--- config.mk ---
export PLATFORM = sky130hd
export DESIGN_NAME = fdivsqrt_sched
export DESIGN_NICKNAME = d
export VERILOG_FILES = /design/src/rtl/fdivsqrt_sched_pkg.sv /design/src/rtl/fdivsqrt_cyclecnt.sv /design/src/rtl/fdivsqrt_sched.sv
export SDC_FILE = /design/constraint.sdc
export NUM_CORES = 1
export LEC_CHECK = 0
export CORE_UTILIZATION = 30
export CTS_BUF_LIST = sky130_fd_sc_hd__clkbuf_4 sky130_fd_sc_hd__clkbuf_8 sky130_fd_sc_hd__clkbuf_16
export DETAILED_ROUTE_END_ITERATION = 10
export GPL_ROUTABILITY_DRIVEN = 0
export MAX_ROUTING_LAYER = met4
export PLACE_DENSITY = 0.63
export SETUP_SLACK_MARGIN = 0.05
export SYNTH_ARGS = -nofsm -noshare
export SYNTH_HDL_FRONTEND = slang
export SYNTH_SLANG_ARGS = --single-unit
export TNS_END_PERCENT = 20
--- constraint.sdc ---
create_clock -name clk -period 2.3 [get_ports clk]
set_input_delay 0.345 -clock clk [delete_from_list [all_inputs] [get_ports clk]]
set_output_delay 0.345 -clock clk [all_outputs]
set_load 0.02 [all_outputs]
--- src/rtl/fdivsqrt_sched_pkg.sv ---
// Shared definitions for the divide/square-root scheduler.
//   DIVSQRT_TAGW : destination-tag width, shared with the MDU/FPU scoreboard
//   schedState_t : scheduler FSM state encoding
package fdivsqrt_sched_pkg;

    localparam int DIVSQRT_TAGW = 5;

    typedef enum logic [1:0] {
        IDLE = 2'd0,
        ITER = 2'd1,
        DONE = 2'd2
    } schedState_t;

endpackage

--- src/rtl/fdivsqrt_cyclecnt.sv ---
// Iteration-cycle down-counter for the divide/square-root scheduler.
//   clk, reset_n : clock, asynchronous active-low clear
//   load/loadVal : load a new iteration count
//   dec          : decrement by one
//   clear        : synchronous clear (abort)
//   last         : count == 1, i.e. the final iteration cycle
module fdivsqrt_cyclecnt #(
    parameter int DURLEN = 6
) (
    input  logic              clk,
    input  logic              reset_n,
    input  logic              load,
    input  logic [DURLEN-1:0] loadVal,
    input  logic              dec,
    input  logic              clear,
    output logic              last
);

    localparam logic [DURLEN-1:0] ONE = DURLEN'(1);

    logic [DURLEN-1:0] count;

    always_ff @(posedge clk or negedge reset_n) begin
        if (!reset_n) begin
            count <= '0;
        end else if (clear) begin
            count <= '0;
        end else if (load) begin
            count <= loadVal;
        end else if (dec) begin
            count <= count - ONE;
        end
    end

    assign last = (count == ONE);

endmodule

--- src/rtl/fdivsqrt_sched.sv ---
// Arbiter and sequencer for the shared divide/square-root unit.
//   fp_req_i/fp_tag_i/fp_gnt_o    : FP pipe request, tag, grant
//   int_req_i/int_tag_i/int_gnt_o : integer MDU request, tag, grant
//   intsel_o, start_o             : operand select and load strobe (grant cycle)
//   cycles_i, special_i           : iteration count / special case (grant cycle)
//   step_o                        : recurrence iteration enable
//   flush_i                       : abort any operation
//   busy_o                        : unit occupied
//   done_o/done_int_o/done_tag_o  : result valid, owner, tag
//   res_ready_i                   : consumer accepts the result
module fdivsqrt_sched
    import fdivsqrt_sched_pkg::*;
#(
    parameter int DURLEN = 6,
    parameter int TAGW   = DIVSQRT_TAGW
) (
    input  logic              clk,
    input  logic              reset_n,
    input  logic              fp_req_i,
    input  logic [TAGW-1:0]   fp_tag_i,
    output logic              fp_gnt_o,
    input  logic              int_req_i,
    input  logic [TAGW-1:0]   int_tag_i,
    output logic              int_gnt_o,
    output logic              intsel_o,
    input  logic [DURLEN-1:0] cycles_i,
    input  logic              special_i,
    output logic              start_o,
    output logic              step_o,
    input  logic              flush_i,
    output logic              busy_o,
    output logic              done_o,
    output logic              done_int_o,
    output logic [TAGW-1:0]   done_tag_o,
    input  logic              res_ready_i
);

    schedState_t     state, nextState;
    logic            lastInt;
    logic            ownerQ;
    logic [TAGW-1:0] tagQ;
    logic            fpPick, intPick, canGrant;
    logic            cntLoad, cntDec, cntClear, cntLast;

    // Round-robin on ties: the side that did not win last time goes first.
    assign fpPick  = fp_req_i  & (~int_req_i | lastInt);
    assign intPick = int_req_i & (~fp_req_i  | ~lastInt);
    // Grants are combinational, so they are also masked while reset is held
    // to keep every output low during reset.
    assign canGrant = (state == IDLE) & reset_n & ~flush_i;

    always_comb begin
        nextState = state;
        fp_gnt_o  = 1'b0;
        int_gnt_o = 1'b0;
        intsel_o  = 1'b0;
        start_o   = 1'b0;
        step_o    = 1'b0;
        done_o    = 1'b0;
        cntLoad   = 1'b0;
        cntDec    = 1'b0;
        cntClear  = 1'b0;
        case (state)
            IDLE: begin
                if (canGrant && (fpPick || intPick)) begin
                    fp_gnt_o  = fpPick;
                    int_gnt_o = intPick;
                    intsel_o  = intPick;
                    start_o   = 1'b1;
                    cntLoad   = 1'b1;
                    nextState = (special_i || cycles_i == '0) ? DONE : ITER;
                end
            end
            ITER: begin
                step_o = 1'b1;
                if (flush_i) begin
                    cntClear  = 1'b1;
                    nextState = IDLE;
                end else begin
                    cntDec = 1'b1;
                    if (cntLast) begin
                        nextState = DONE;
                    end
                end
            end
            DONE: begin
                if (flush_i) begin
                    cntClear  = 1'b1;
                    nextState = IDLE;
                end else begin
                    done_o = 1'b1;
                    if (res_ready_i) begin
                        nextState = IDLE;
                    end
                end
            end
            default: nextState = IDLE;
        endcase
    end

    always_ff @(posedge clk or negedge reset_n) begin
        if (!reset_n) begin
            state   <= IDLE;
            lastInt <= 1'b1;
            ownerQ  <= 1'b0;
            tagQ    <= '0;
        end else begin
            state <= nextState;
            if (start_o) begin
                lastInt <= intsel_o;
                ownerQ  <= intsel_o;
                tagQ    <= intsel_o ? int_tag_i : fp_tag_i;
            end
        end
    end

    fdivsqrt_cyclecnt #(
        .DURLEN(DURLEN)
    ) uCycleCnt (
        .clk    (clk),
        .reset_n(reset_n),
        .load   (cntLoad),
        .loadVal(cycles_i),
        .dec    (cntDec),
        .clear  (cntClear),
        .last   (cntLast)
    );

    assign busy_o     = (state != IDLE);
    assign done_int_o = done_o & ownerQ;
    assign done_tag_o = done_o ? tagQ : '0;

endmodule

==> flow_summary.ini <==
[sta]
tns_ps = 0
finalSetupViolations = 0
rsz0062_at_grt = false
slew_viol_final = 0
post-route-period-util_pct = 91.4
max_freq_ghz = 0.476
finalCriticalPeriod_ps = 2100
tightest_slew_ps = 300
skew_ps = 5.64
relSlewSlack_pct = 79.4
finalWorstSetupSlack_ps = 198
hold_viol = 0

[critical_path]
slowest_delay_ps = 390
critPathMaxFanout = 7
path_cells = inv_1 > buf_4 > ha_1 > nand2b_1 > inv_1 > and2_1 > dlygate4sd2_1
required_ps = 1960
cp_common_cell = inv_1
path_class = reg -> out
worstSetupStartpointType = flop
worstPathArrival_ps = 1760
crit_path_end_kind = output pin
rrSetupSlack_ps = 560
crit_slowest_cell = dfrtp_1

[drt]
ant_nets = 0
via_per_inst = 4.75
firstDrtPassIters = 6
wire_per_inst_um = 12.8
postRouteWirelength_um = 2550
drt_iter0_markers = 36
num_vias = 950
drc = 0

[global_route]
grt_max_degree = 18
first_global_vias = 970
antenna_found_initial = 0
track_usage_pct = 16.7
grt-ovfl-total = 0
grt_pass1_wl_um = 4350

[finish]
final_cells = 200
fin_area_um2 = 1490
fill_cells = 316
syn2layout_area_growth_pct = 49.0
layout-drive-gt1-share_pct = 17.3
final_nets = 185
antenna-diode-count = 0

[yosys]
synth.avg_cell_area_um2 = 9.24
syn_nets = 136
ys_seq_area_share_pct = 37.7
synth_most_common_cell = dfrtp_1
yosysTopAreaCellShare_pct = 35.1
synth.area.top_cells = dfrtp_1, mux2i_1, ha_1, nor2_1, and2_1
synth.largest_area_cell = dfrtp_1
ys_warn_count = 0
synth-seq-cells = 15
synthesis.instances = 108
synth_commonest_cells = dfrtp_1, nor2_1, inv_1
synth_flop_cell = dfrtp_1
netlist_area_um2 = 998
ys_types = 33
synthArstFlopShare_pct = 100
synth_edf_count = 0

[clock_network]
clkTransAtPathRegs_ps = 90
cts_resized = 12
root_buffer = clkbuf_4
cts_setup_buffers = 0
cts_hold_buf = 0
cts_buffers = 3
clock_latency_ps = 280
cts_tree = yes
cts_max_path_buffers = 2
htree_levels = 1
clkSinkCount = 15

[die]
initial_core_util_pct = 32.2
die_w_um = 59.7
rows = 20
io_pins = 36
coreArea_um2 = 3100
die_y_um = 59.7
die_area_um2 = 3560

[power_and_ir_drop]
p_leak_uw = 0.000718
p_per_area_nw_per_um2 = 985
p_comb_share_pct = 57.7
swShare_pct = 40.7
peakVddDrop_v = 0.000382
seqPwrFrac_pct = 31.3
power_switching_uw = 597
p_int_uw = 869
clockPowerShare_pct = 11.0

[placement]
dp_slack_ps = -124
place_area_um2 = 1480
placedCellCount = 196
dp_hpwl_um = 2030
port_buffers = 35

[status]
outcome = finished, final reports clean

[job]
maxCapViolCount = 0

[worst_hold_path]
hp-class = reg -> reg
==> registers in the layout (all words and copies together) (netlist names) <==
register and flops:
uCycleCnt.count 6, tagQ 5, state 2, lastInt 1, ownerQ 1
==> per-layer routing <==
layer | share of wire, % | track usage [%] | wire length, um
met3 | 3.9 | 0.866 | 99
met1 | 47 | 22.2 | 1190
met2 | 48 | 25.4 | 1220
met5 | 0 | - | 0
met4 | 1.7 | 9.30 | 43
==> power by group through the flow <==
stage | Combinational (uW) | Sequential [uW] | Clock (uW)
4_1_cts | 851 | 457 | 166
2_1_floorplan | 545 | 443 | 0
3_5_place_dp | 866 | 464 | 0
3_3_place_gp | 849 | 460 | 0
5_1_grt | 938 | 476 | 175
6_report | 846 | 459 | 161
==> per-stage QoR <==
stage	hold WS, ps	power [uW]	utilization, %
3_3_place_gp	479	1310	47.6
3_5_place_dp	482	1330	47.6
6_report	496	1470	47.9
5_1_grt	516	1590	47.9
4_1_cts	497	1480	48.2
2_1_floorplan	49.4	988	-
==> path summary, 6_finish.rpt <==
check | from | to | cells past startpoint
max | state[0]$_DFFE_PN0P_ | done_int_o | 7
min | lastInt$_DFFE_PN1P_ | lastInt$_DFFE_PN1P_ | 2
max reg2reg | state[1]$_DFFE_PN0P_ | uCycleCnt.count[2]$_DFFE_PN0P_ | 7
min reg2reg | lastInt$_DFFE_PN1P_ | lastInt$_DFFE_PN1P_ | 2
max in group asynchronous | reset_n | lastInt$_DFFE_PN1P_ | 3
min in group asynchronous | reset_n | state[1]$_DFFE_PN0P_ | 3
==> logic make-up after synthesis <==
family,synth area share [%]
AND/OR/NAND/NOR,23.2
adder cells (fa/ha/maj),6.27
AO/OA/AOI/OAI,21.1
buffers and inverters,4.76
flip-flops,37.7
multiplexers,7.02
==> critical path: cells and delay by family, from the launching register on <==
family                   cells  cell delay, ps
adder cells (fa/ha/maj)      1             160
buffers and inverters        4             690
flip-flops                   1             390
AND/OR/NAND/NOR              2             240
==> placed cells by master (no fill, tap or decap), types with 2 or more instances in the layout <==
cell and instances:
buf_4 12, nor2_1 13, a21oi_1 7, ha_1 4, clkbuf_4 4, nor3_1 3, or3_1 2, nand2_1 7
a211o_1 2, nor3b_1 3, nand2b_1 3, mux2i_1 7, o21ai_0 4, inv_1 8, clkbuf_2 2, clkdlybuf4s50_1 24
o21ai_1 4, dfrtp_1 14, and2_1 6, dlygate4sd2_1 9, a221o_1 2
==> cell type report <==
cell class	instances	area, um2	share of cell area (%)
clock buffer	4	30.0	2.02
inverter	8	30.0	2.02
timing repair buffer	47	419	28.2
multi-input combinational	82	577	38.8
tap	44	55.1	3.70
sequential	15	377	25.3
Note: power is estimated with default switching activity, not from simulation.
